**src/rtl/lsu_pkg.sv**
```systemverilog
// Shared types for the load/store stage: op codes, memory commands,
// stage states and small op-decode helpers.
package lsu_pkg;

    typedef enum logic [3:0] {
        OP_X   = 4'd0,
        OP_LB  = 4'd1,
        OP_LBU = 4'd2,
        OP_LH  = 4'd3,
        OP_LHU = 4'd4,
        OP_LW  = 4'd5,
        OP_LWU = 4'd6,
        OP_LD  = 4'd7,
        OP_SB  = 4'd8,
        OP_SH  = 4'd9,
        OP_SW  = 4'd10,
        OP_SD  = 4'd11
    } mem_op_e;

    localparam logic [1:0] CMD_NONE  = 2'd0;
    localparam logic [1:0] CMD_READ  = 2'd1;
    localparam logic [1:0] CMD_WRITE = 2'd2;

    typedef enum logic [2:0] {
        S_IDLE,
        S_CHECK,
        S_REQ,
        S_WAIT_RD,
        S_OUT
    } state_e;

    function automatic logic is_load(input logic [3:0] op);
        return (op >= OP_LB) && (op <= OP_LD);
    endfunction

    function automatic logic is_store(input logic [3:0] op);
        return (op >= OP_SB) && (op <= OP_SD);
    endfunction

    // log2 of the access size in bytes
    function automatic logic [1:0] size_of(input logic [3:0] op);
        case (op)
            OP_LB, OP_LBU, OP_SB: return 2'd0;
            OP_LH, OP_LHU, OP_SH: return 2'd1;
            OP_LW, OP_LWU, OP_SW: return 2'd2;
            default:              return 2'd3;
        endcase
    endfunction

endpackage

```
**src/rtl/lsu_align.sv**
```systemverilog
// Byte-lane steering for the load/store stage: store shift and mask,
// load shift and extension, misalignment detection.
module lsu_align
    import lsu_pkg::*;
#(
    parameter int XLEN = 32,
    localparam int MASK_W = XLEN / 8,
    localparam int OFF_W = $clog2(MASK_W),
    localparam int IW = $clog2(XLEN)
) (
    input  logic [3:0]        op,
    input  logic [OFF_W-1:0]  offset,
    input  logic [XLEN-1:0]   rs2,
    input  logic [XLEN-1:0]   rdata,
    output logic [XLEN-1:0]   wdata,
    output logic [MASK_W-1:0] wmask,
    output logic [XLEN-1:0]   rdata_ext,
    output logic              misaligned
);

    logic [1:0]        size;
    logic [IW-1:0]     bit_off;
    logic [MASK_W-1:0] base;
    logic [XLEN-1:0]   sh;
    logic [IW-1:0]     msb_idx;
    logic              sgn;
    logic              fill;
    logic              mis;
    logic              illegal;

    assign size    = size_of(op);
    assign bit_off = {offset, 3'b000};

    always_comb begin
        base    = '1;
        msb_idx = IW'(XLEN - 1);
        unique case (size)
            2'd0: begin
                base    = MASK_W'(1);
                msb_idx = IW'(7);
            end
            2'd1: begin
                base    = MASK_W'(3);
                msb_idx = IW'(15);
            end
            2'd2: begin
                base    = MASK_W'(15);
                msb_idx = IW'(31);
            end
            default: ;
        endcase
    end

    always_comb begin
        mis = 1'b0;
        unique case (size)
            2'd1:    mis = offset[0];
            2'd2:    mis = |offset[1:0];
            2'd3:    mis = |offset;
            default: mis = 1'b0;
        endcase
    end

    // doubleword ops and LWU do not exist on a 32-bit datapath
    assign illegal = (XLEN == 32)
                   && (op == OP_LD || op == OP_SD || op == OP_LWU);
    assign misaligned = (is_load(op) || is_store(op))
                      && (mis || illegal);

    assign wdata = rs2 << bit_off;
    assign wmask = is_store(op) ? (base << offset) : '1;

    assign sh   = rdata >> bit_off;
    assign sgn  = (op == OP_LB) || (op == OP_LH) || (op == OP_LW);
    assign fill = sgn & sh[msb_idx];

    always_comb begin
        rdata_ext = '0;
        for (int i = 0; i < XLEN; i++) begin
            rdata_ext[i] = (i <= int'(msb_idx)) ? sh[i] : fill;
        end
    end

endmodule

```
**src/rtl/lsu_stage.sv**
```systemverilog
// Memory-access pipeline stage between execute and writeback with
// valid/ready handshakes and a cmd/ready/rvalid data-memory port.
module lsu_stage
    import lsu_pkg::*;
#(
    parameter int XLEN = 32,
    parameter int ADDR_W = 32,
    localparam int MASK_W = XLEN / 8
) (
    input  logic              clk,
    input  logic              rst_n,
    input  logic              in_valid,
    output logic              in_ready,
    input  logic [XLEN-1:0]   in_pc,
    input  logic [XLEN-1:0]   in_rs2,
    input  logic [XLEN-1:0]   in_alu,
    input  logic [3:0]        in_mem_op,
    input  logic [3:0]        in_wb_sel,
    output logic              out_valid,
    input  logic              out_ready,
    output logic [XLEN-1:0]   out_pc,
    output logic [XLEN-1:0]   out_alu,
    output logic [XLEN-1:0]   out_rdata,
    output logic [3:0]        out_wb_sel,
    output logic              out_exc,
    output logic [1:0]        mem_cmd,
    input  logic              mem_cmd_ready,
    output logic [ADDR_W-1:0] mem_addr,
    output logic [XLEN-1:0]   mem_wdata,
    output logic [MASK_W-1:0] mem_wmask,
    input  logic [XLEN-1:0]   mem_rdata,
    input  logic              mem_rvalid
);

    localparam int OFF_W = $clog2(MASK_W);

    state_e            state_q, state_d;
    logic [3:0]        op_q, op_d;
    logic [XLEN-1:0]   pc_q, pc_d;
    logic [XLEN-1:0]   rs2_q, rs2_d;
    logic [XLEN-1:0]   alu_q, alu_d;
    logic [3:0]        wb_sel_q, wb_sel_d;
    logic              out_valid_q, out_valid_d;
    logic [XLEN-1:0]   out_pc_q, out_pc_d;
    logic [XLEN-1:0]   out_alu_q, out_alu_d;
    logic [XLEN-1:0]   out_rdata_q, out_rdata_d;
    logic [3:0]        out_wb_sel_q, out_wb_sel_d;
    logic              out_exc_q, out_exc_d;
    logic [1:0]        mem_cmd_q, mem_cmd_d;
    logic [ADDR_W-1:0] mem_addr_q, mem_addr_d;
    logic [XLEN-1:0]   mem_wdata_q, mem_wdata_d;
    logic [MASK_W-1:0] mem_wmask_q, mem_wmask_d;

    logic [XLEN-1:0]   al_wdata;
    logic [XLEN-1:0]   al_rdata;
    logic [MASK_W-1:0] al_wmask;
    logic              al_mis;
    logic              accept;

    lsu_align #(.XLEN(XLEN)) u_align (
        .op         (op_q),
        .offset     (alu_q[OFF_W-1:0]),
        .rs2        (rs2_q),
        .rdata      (mem_rdata),
        .wdata      (al_wdata),
        .wmask      (al_wmask),
        .rdata_ext  (al_rdata),
        .misaligned (al_mis)
    );

    always_comb begin
        state_d      = state_q;
        op_d         = op_q;
        pc_d         = pc_q;
        rs2_d        = rs2_q;
        alu_d        = alu_q;
        wb_sel_d     = wb_sel_q;
        out_valid_d  = out_valid_q;
        out_pc_d     = out_pc_q;
        out_alu_d    = out_alu_q;
        out_rdata_d  = out_rdata_q;
        out_wb_sel_d = out_wb_sel_q;
        out_exc_d    = out_exc_q;
        mem_cmd_d    = mem_cmd_q;
        mem_addr_d   = mem_addr_q;
        mem_wdata_d  = mem_wdata_q;
        mem_wmask_d  = mem_wmask_q;

        in_ready = rst_n
                 && (state_q == S_IDLE || state_q == S_OUT)
                 && (!out_valid_q || out_ready);
        accept = in_valid && in_ready;

        unique case (state_q)
            S_IDLE, S_OUT: begin
                if (out_valid_q && out_ready) begin
                    out_valid_d = 1'b0;
                    state_d     = S_IDLE;
                end
                if (accept) begin
                    op_d     = in_mem_op;
                    pc_d     = in_pc;
                    rs2_d    = in_rs2;
                    alu_d    = in_alu;
                    wb_sel_d = in_wb_sel;
                    if (is_load(in_mem_op) || is_store(in_mem_op)) begin
                        state_d = S_CHECK;
                    end else begin
                        state_d      = S_OUT;
                        out_valid_d  = 1'b1;
                        out_pc_d     = in_pc;
                        out_alu_d    = in_alu;
                        out_rdata_d  = '1;
                        out_wb_sel_d = in_wb_sel;
                        out_exc_d    = 1'b0;
                    end
                end
            end
            S_CHECK: begin
                out_pc_d     = pc_q;
                out_alu_d    = alu_q;
                out_wb_sel_d = wb_sel_q;
                out_exc_d    = 1'b0;
                if (al_mis) begin
                    state_d     = S_OUT;
                    out_valid_d = 1'b1;
                    out_exc_d   = 1'b1;
                    out_rdata_d = '0;
                end else begin
                    state_d     = S_REQ;
                    mem_cmd_d   = is_store(op_q) ? CMD_WRITE : CMD_READ;
                    mem_addr_d  = {alu_q[ADDR_W-1:OFF_W], {OFF_W{1'b0}}};
                    mem_wdata_d = al_wdata;
                    mem_wmask_d = al_wmask;
                end
            end
            S_REQ: begin
                // rvalid in the accept cycle is deliberately ignored
                if (mem_cmd_ready) begin
                    mem_cmd_d = CMD_NONE;
                    if (is_store(op_q)) begin
                        state_d     = S_OUT;
                        out_valid_d = 1'b1;
                        out_rdata_d = '1;
                    end else begin
                        state_d = S_WAIT_RD;
                    end
                end
            end
            S_WAIT_RD: begin
                if (mem_rvalid) begin
                    state_d     = S_OUT;
                    out_valid_d = 1'b1;
                    out_rdata_d = al_rdata;
                end
            end
            default: state_d = S_IDLE;
        endcase
    end

    always_ff @(posedge clk or negedge rst_n) begin
        if (!rst_n) begin
            state_q      <= S_IDLE;
            op_q         <= '0;
            pc_q         <= '0;
            rs2_q        <= '0;
            alu_q        <= '0;
            wb_sel_q     <= '0;
            out_valid_q  <= 1'b0;
            out_pc_q     <= '0;
            out_alu_q    <= '0;
            out_rdata_q  <= '0;
            out_wb_sel_q <= '0;
            out_exc_q    <= 1'b0;
            mem_cmd_q    <= CMD_NONE;
            mem_addr_q   <= '0;
            mem_wdata_q  <= '0;
            mem_wmask_q  <= '0;
        end else begin
            state_q      <= state_d;
            op_q         <= op_d;
            pc_q         <= pc_d;
            rs2_q        <= rs2_d;
            alu_q        <= alu_d;
            wb_sel_q     <= wb_sel_d;
            out_valid_q  <= out_valid_d;
            out_pc_q     <= out_pc_d;
            out_alu_q    <= out_alu_d;
            out_rdata_q  <= out_rdata_d;
            out_wb_sel_q <= out_wb_sel_d;
            out_exc_q    <= out_exc_d;
            mem_cmd_q    <= mem_cmd_d;
            mem_addr_q   <= mem_addr_d;
            mem_wdata_q  <= mem_wdata_d;
            mem_wmask_q  <= mem_wmask_d;
        end
    end

    assign out_valid  = out_valid_q;
    assign out_pc     = out_pc_q;
    assign out_alu    = out_alu_q;
    assign out_rdata  = out_rdata_q;
    assign out_wb_sel = out_wb_sel_q;
    assign out_exc    = out_exc_q;
    assign mem_cmd    = mem_cmd_q;
    assign mem_addr   = mem_addr_q;
    assign mem_wdata  = mem_wdata_q;
    assign mem_wmask  = mem_wmask_q;

endmodule
```
**config.mk**
```make
export PLATFORM = sky130hd
export DESIGN_NAME = lsu_stage
export DESIGN_NICKNAME = d
export VERILOG_FILES = /design/src/rtl/lsu_pkg.sv /design/src/rtl/lsu_align.sv /design/src/rtl/lsu_stage.sv
export SDC_FILE = /design/constraint.sdc
export NUM_CORES = 1
export LEC_CHECK = 0
export CAP_MARGIN = 10
export CORE_ASPECT_RATIO = 0.9
export CORE_MARGIN = 2
export CORE_UTILIZATION = 25
export DETAILED_ROUTE_END_ITERATION = 12
export MAX_ROUTING_LAYER = met4
export PLACE_DENSITY = 0.48
export SLEW_MARGIN = 10
export SYNTH_ARGS = -nofsm -noshare
export SYNTH_HDL_FRONTEND = slang
export SYNTH_SLANG_ARGS = --single-unit
```
**constraint.sdc**
```tcl
create_clock -name clk -period 2.3 [get_ports clk]
set_input_delay 0.46 -clock clk [delete_from_list [all_inputs] [get_ports clk]]
set_output_delay 0.46 -clock clk [all_outputs]
set_load 0.02 [all_outputs]
```
==> impl_results.md, run 1 <==
- Outcome: finished, violations left
- Failing checks: setup timing
- Vias per cell: 4.56
- Flops & latches, synth: 277
- Fin cells: 2072
- Count leader, synth: dfrtp_1
- Post-synth EDFFs: 0
- Sequential area share after synthesis: 55.9%
- Max VDD drop: 0.681 mV
- Ys Warns: 0
- Post-synth top area share: 55.9%
- Crit Path Max Fanout: 6
- GRT Overall Usage: 15.1%
- Largest net degree at the start of global routing: 150
- Post-DP HPWL: 25900 um
- Number of global-route vias before repair: 9857
- Worst-case reg-to-reg path depth: 9
- Starting Density: 25.3%
- Setup TNS: -0.149 ns
- Synth-to-layout area growth: 49.5%
- Synth Flop Type: dfrtp_1
- Fmax: 429 MHz
- Hold WC Path Type: input port to asynchronous set/reset pin
- Req. time, crit path: 2.72 ns
- Post-synth ARST share: 100%
- Initial DRC Count: 381
- Relative slew slack: 38.6%
- Final Hold Viols: 0
- Final net count: 1558
- FILL cells: 4767
- Share of cells above drive strength 1: 24.4%
- Die width: 239 um
- WS Path Type: flip-flop to flip-flop
- Arrival time at the worst endpoint: 2.75 ns
- Global-route wire length before repair: 58600 um
- Via count: 9448
- Slew Viols, Final: 0
- Final setup margin: -0.0305 ns
- Worst hold slack: 0.370 ns
- CTS root buf: clkbuf_16
- Largest cells by area after synthesis: dfrtp_1 56%, mux2_2 13%, mux2i_1 8.3%
- Total grt overflow: 0
- IO Pins: 315
- Die H: 215 um
- CP Launch Type: flip-flop
- Setup Viol. Count Final: 17
- RSZ-0062 raised after global routing: yes
- Depth of the CTS H-tree: 2
- Num rows: 77
- Leakage: 0.00802 uW
- Core Region: 49000 um^2
- Max cap viols: 0
- Num CTS Buffers: 34
- Area leader, netlist: dfrtp_1
- Drt first pass iters: 4
- Initial antenna violation count: 2
- Clock Skews: 0.0240 ns
- Clock Tree Buf Depth: 3
- Routability cong.: 0.753
- Final wirelength: 39100 um
- CP endpoint kind: flip-flop
- Synthesized area per cell: 11.6 um^2
- Pwr dens: 1310 nW/um^2
- Clk sinks: 277
- Post-Syn Area: 12400 um^2
- Final min period: 2.33 ns
- Wirelength per Cell: 18.9 um
- # port buffers: 312
- DRC: 0
- Slew @ Worst Pin: 0.922 ns
- TritonCTS clock tree: yes
- DIE AREA: 51400 um^2
- Place WS: -0.288 ns
- Cell count after synthesis: 1066
- Period Utilization, post-route: 101%
- Top cells by count, synth: 277 x dfrtp_1, 146 x mux2_2, 111 x nand2_1
- Cells after DPL: 1987
- Netlist cell types: 52
- Clk Latency, worst-skew pair: 0.54 ns
- Number of nets with antenna violations after routing: 0
- Clk pin slew, worst setup/hold paths: 0.07 ns
where the power goes:
group	switching, uW	internal [uW]	leakage (uW)
Sequential	1420	6940	0.00332
Combinational	5070	5190	0.00412
Clock	2190	3440	0.000579
registers in the layout, indices dropped and copies added, names as in the netlist, 2 cells and up:
register / cells
mem_wdata: 32
op_q: 4
mem_addr: 30
out_alu: 32
mem_cmd: 2
out_pc: 32
out_wb_sel: 4
alu_q: 32
wb_sel_q: 4
state_q: 3
pc_q: 32
mem_wmask: 4
rs2_q: 32
out_rdata: 32
per-stage QoR:
step                      power, uW  util, %  area (um^2)
after floorplan               13300        -        12400
after global placement        17900     33.8        16600
after detailed placement      18000     33.8        16600
after CTS                     23900     36.4        17800
after global routing          25700     37.8        18500
final                         24200     37.8        18500
cell type report:
class                           instances  area [um^2]  area share (%)
Timing Repair Buffer                  385         4040            21.8
Clock inverter                         11          113           0.608
Inverter                               12         45.0           0.243
Multi-Input combinational cell        701         5530            29.8
Tap cell                              632          791            4.27
Sequential cell                       277         6940            37.4
Antenna cell                            3         7.51          0.0405
Clock buffer                           51         1070            5.77
cell usage in the layout (no fill, tap or decap), types with 7 or more instances in the layout:
cell type / netlist / layout
mux2_2: 146 / 116
clkbuf_16: 0 / 44
clkbuf_8: 0 / 9
clkdlybuf4s50_1: 0 / 310
a21oi_1: 50 / 43
mux2i_1: 103 / 103
buf_4: 7 / 41
nand2_1: 111 / 110
nor2_4: 0 / 8
mux2_4: 0 / 33
inv_1: 12 / 10
a21oi_2: 0 / 7
buf_12: 0 / 13
nor2_1: 59 / 48
nor2b_1: 17 / 16
buf_6: 1 / 10
o21ai_0: 109 / 102
dfrtp_1: 277 / 274
a211oi_1: 23 / 15
critical path: stages (launching register included):
cell and delay (ns):
dfrtp_1 0.43, buf_6 0.14, ha_4 0.16, nor4b_4 0.29
a211oi_2 0.09, o21a_2 0.17, nor3_4 0.23, buf_6 0.20
clkbuf_16 0.18, mux2_2 0.33
cells by family after synthesis:
kind of cell / Yosys count / synth area share, %
buffers and inverters: 89 / 3.25
DFF: 277 / 55.9
adders and majority gates: 5 / 0.505
muxes: 253 / 22.0
and+or+nand+nor: 225 / 8.07
other: 1 / 0.0303
AOI/OAI and AO/OA: 216 / 10.3
final timing paths:
check	from	slack, ns	endpoint
max in group asynchronous	rst_n	0.78	out_alu[19]
worst max register to register	op_q[0]	-0.03	mem_wdata[8]
worst max-delay path	op_q[0]	-0.03	mem_wdata[8]
worst min register to register	pc_q[2]	0.47	out_pc[2]
worst min-delay path	rst_n	0.37	out_exc
min in group clk	pc_q[2]	0.47	out_pc[2]
per-layer routing:
layer	global-route usage (%)	part of all wire (%)
met1	18.9	44
met2	23.8	47
met3	4.15	6.4
met4	4.75	2.2
met5	-	0
what timing repair did:
item,CTS,global route
setup endpoints to repair,35,100
hold buffers,1,0
cloned,1,9
buffers inserted,5,6
pin swaps,1,12
gates resized for setup,5,113
hold endpoints to repair,5,0
No activity file was read; power rests on OpenSTA's default activity.
==> run 2, diff against run 1 <==
- SKIP_LAST_GASP: not set -> 1
==> run 2 against run 1 <==
Effect of this change: the run now ends clean; critical endpoint is now mem_wdata[31]; clock power hardly changed; maximum frequency is 1.5% higher; highest routed layer unchanged; hold slack better by 0.0014 ns.
==> impl_results.md, run 2 (synthesized netlist as in run 1, its figures left out) <==
- Period Utilization, post-route: 99.9% (was 101%)
- Initial DRC Count: 374 (was 381)
- Slew @ Worst Pin: 0.914 ns (was 0.922 ns)
- TritonCTS clock tree: yes (unchanged)
- Post-DP HPWL: 25900 um (unchanged)
- Num CTS Buffers: 34 (unchanged)
- Setup Viol. Count Final: 0 (was 17)
- Clock Skews: 0.0216 ns (was 0.0240 ns)
- Depth of the CTS H-tree: 2 (unchanged)
- Area after DPL: 16600 um^2 (unchanged)
- CP endpoint kind: flip-flop (unchanged)
- Fmax: 435 MHz (was 429 MHz)
- Layout Cell Area excl Fill: 18500 um^2 (about the same)
- Crit-path max cell delay: 0.43 ns (about the same)
- Arrival time at the worst endpoint: 2.71 ns (was 2.75 ns)
- Leakage: 0.00802 uW (about the same)
- Crit path buf inv count: 3 (unchanged)
- GRT Overall Usage: 15.1% (about the same)
- Crit path top cell by count: buf_6 (unchanged)
- Total Power: 24200 uW (about the same)
- Cell family with most CP delay: buffers and inverters (unchanged)
- Die width: 239 um (unchanged)
- Total grt overflow: 0 (unchanged)
- Most frequent cells in the layout: 310 x clkdlybuf4s50_1, 274 x dfrtp_1, 114 x mux2_2, 111 x nand2_1, 105 x o21ai_0 (was 310 x clkdlybuf4s50_1, 274 x dfrtp_1, 116 x mux2_2, 110 x nand2_1, 103 x mux2i_1)
- Synth-to-layout area growth: 49.2% (was 49.5%)
- GR peak layer: met2 (unchanged)
- IO Pins: 315 (unchanged)
- Number of global-route vias before repair: 9853 (was 9857)
- Outcome: finished clean (was finished, violations left)
- CP cell instances: buf_6 -> ha_4 -> nor4b_4 -> a211oi_2 -> o21a_2 -> nor3_4 -> buf_6 -> clkbuf_16 -> mux2_4 (was buf_6 -> ha_4 -> nor4b_4 -> a211oi_2 -> o21a_2 -> nor3_4 -> buf_6 -> clkbuf_16 -> mux2_2)
- Final Hold Viols: 0 (unchanged)
- Final min period: 2.30 ns (was 2.33 ns)
- Die H: 215 um (unchanged)
- Largest net degree at the start of global routing: 150 (unchanged)
- Grt met2 use: 23.8% (about the same)
- GR Util met1: 18.9% (about the same)
- Vias per cell: 4.54 (was 4.56)
- Wirelength per Cell: 18.9 um (about the same)
- Slew Viols, Final: 0 (unchanged)
- Most common cell after layout, fill and taps aside: clkdlybuf4s50_1 (unchanged)
- CP max stage cell: dfrtp_1 (unchanged)
- Clock Tree Buf Depth: 3 (unchanged)
- Req. time, crit path: 2.71 ns (was 2.72 ns)
- CTS root buf: clkbuf_16 (unchanged)
- RSZ-0062 raised after global routing: yes (unchanged)
- Hold WC Path Type: input port to asynchronous set/reset pin (unchanged)
- Final net count: 1559 (was 1558)
- Global-route wire length before repair: 58500 um (was 58600 um)
- Final wirelength: 39200 um (was 39100 um)
- Routability cong.: 0.753 (unchanged)
- Max VDD drop: 0.681 mV (about the same)
- Drt first pass iters: 4 (unchanged)
- Clk pin slew, worst setup/hold paths: 0.07 ns (about the same)
- DRC: 0 (unchanged)
- DIE AREA: 51400 um^2 (unchanged)
- Relative slew slack: 39.0% (was 38.6%)
- Starting Density: 25.3% (unchanged)
- GRT met3 Usage: 4.12% (was 4.15%)
- Initial antenna violation count: 2 (unchanged)
- Number of nets with antenna violations after routing: 0 (unchanged)
- Clk sinks: 277 (unchanged)
- Place WS: -0.288 ns (unchanged)
- Num rows: 77 (unchanged)
- Max cap viols: 0 (unchanged)
- Setup TNS: 0 ns (was -0.149 ns)
- Via count: 9403 (was 9448)
- Core Region: 49000 um^2 (unchanged)
- WS Path Type: flip-flop to flip-flop (unchanged)
- CP Launch Type: flip-flop (unchanged)
- Clk Latency, worst-skew pair: 0.54 ns (about the same)
- Share of cells above drive strength 1: 23.6% (was 24.4%)
- Crit Path Max Fanout: 6 (unchanged)
- # port buffers: 312 (unchanged)
- Pwr dens: 1310 nW/um^2 (about the same)
- Worst hold slack: 0.372 ns (was 0.370 ns)
- Final setup margin: 0.00308 ns (was -0.0305 ns)
==> run 2: changes by cell type in the layout (fill, tap and decap cells not counted), sizes merged <==
cell / previous run / this run
clkbuf: 58 / 59
==> run 2: metrics by stage <==
stage,cells,util (%)
2_1_floorplan,1067,-
3_3_place_gp,1987,33.8
3_5_place_dp,1987,33.8
4_1_cts,2056,36.4
5_1_grt,2072,37.7
6_report,2073,37.7
==> run 2: metal layers <==
metal  share of wire [%]  wire length, um  vias up
met2                  47            18500      205
met4                 2.1              842        0
met3                 6.0             2370       51
met1                  45            17500     4704
met5                   0                0        -
li1                    -                -     4443
==> run 2: path summary, 6_finish.rpt <==
| check | slack [ns] | cells after the start | endpoint | start |
|---|---|---|---|---|
| hold / removal | 0.37 | 2 | out_exc | rst_n |
| setup / recovery | 0.003 | 9 | mem_wdata[31] | op_q[0] |
| min in group clk | 0.47 | 2 | out_pc[2] | pc_q[2] |
| hold reg to reg | 0.47 | 2 | out_pc[2] | pc_q[2] |
| setup reg to reg | 0.003 | 9 | mem_wdata[31] | op_q[0] |
| max in group asynchronous | 0.79 | 3 | out_alu[19] | rst_n |
==> run 2: cell type report <==
| cell class | instances | area [um^2] |
|---|---|---|
| diodes | 3 | 7.51 |
| clock buffers | 51 | 1070 |
| flip-flops and latches | 277 | 6940 |
| multi-input cells | 701 | 5480 |
| well taps | 632 | 791 |
| clock inverters | 11 | 113 |
| repair buffers | 386 | 4050 |
| fillers | 4778 | 30500 |
| inverters | 12 | 45.0 |
==> run 2: worst register-to-register path: stages (launching register included) <==
cell and delay [ns]:
dfrtp_1 0.43, buf_6 0.14, ha_4 0.16, nor4b_4 0.28
a211oi_2 0.08, o21a_2 0.17, nor3_4 0.23, buf_6 0.20
clkbuf_16 0.19, mux2_4 0.30
==> run 2: report_power, final <==
group	switching, uW	internal, uW	total, uW	leakage [uW]
logic	5040	5150	10200	0.00412
registers	1400	6940	8340	0.00332
clock network	2180	3440	5620	0.000579
total	8620	15500	24200	0.00802
==> run 2: what timing repair did <==
item / in CTS / in global routing
buffers inserted: 5 / 6
endpoints found under the setup margin: 35 / 100
resized for setup: 3 / 96
endpoints found under the hold margin: 5 / 0
pin swaps: 1 / 12
cloned: 1 / 10
hold buffers: 1 / 0
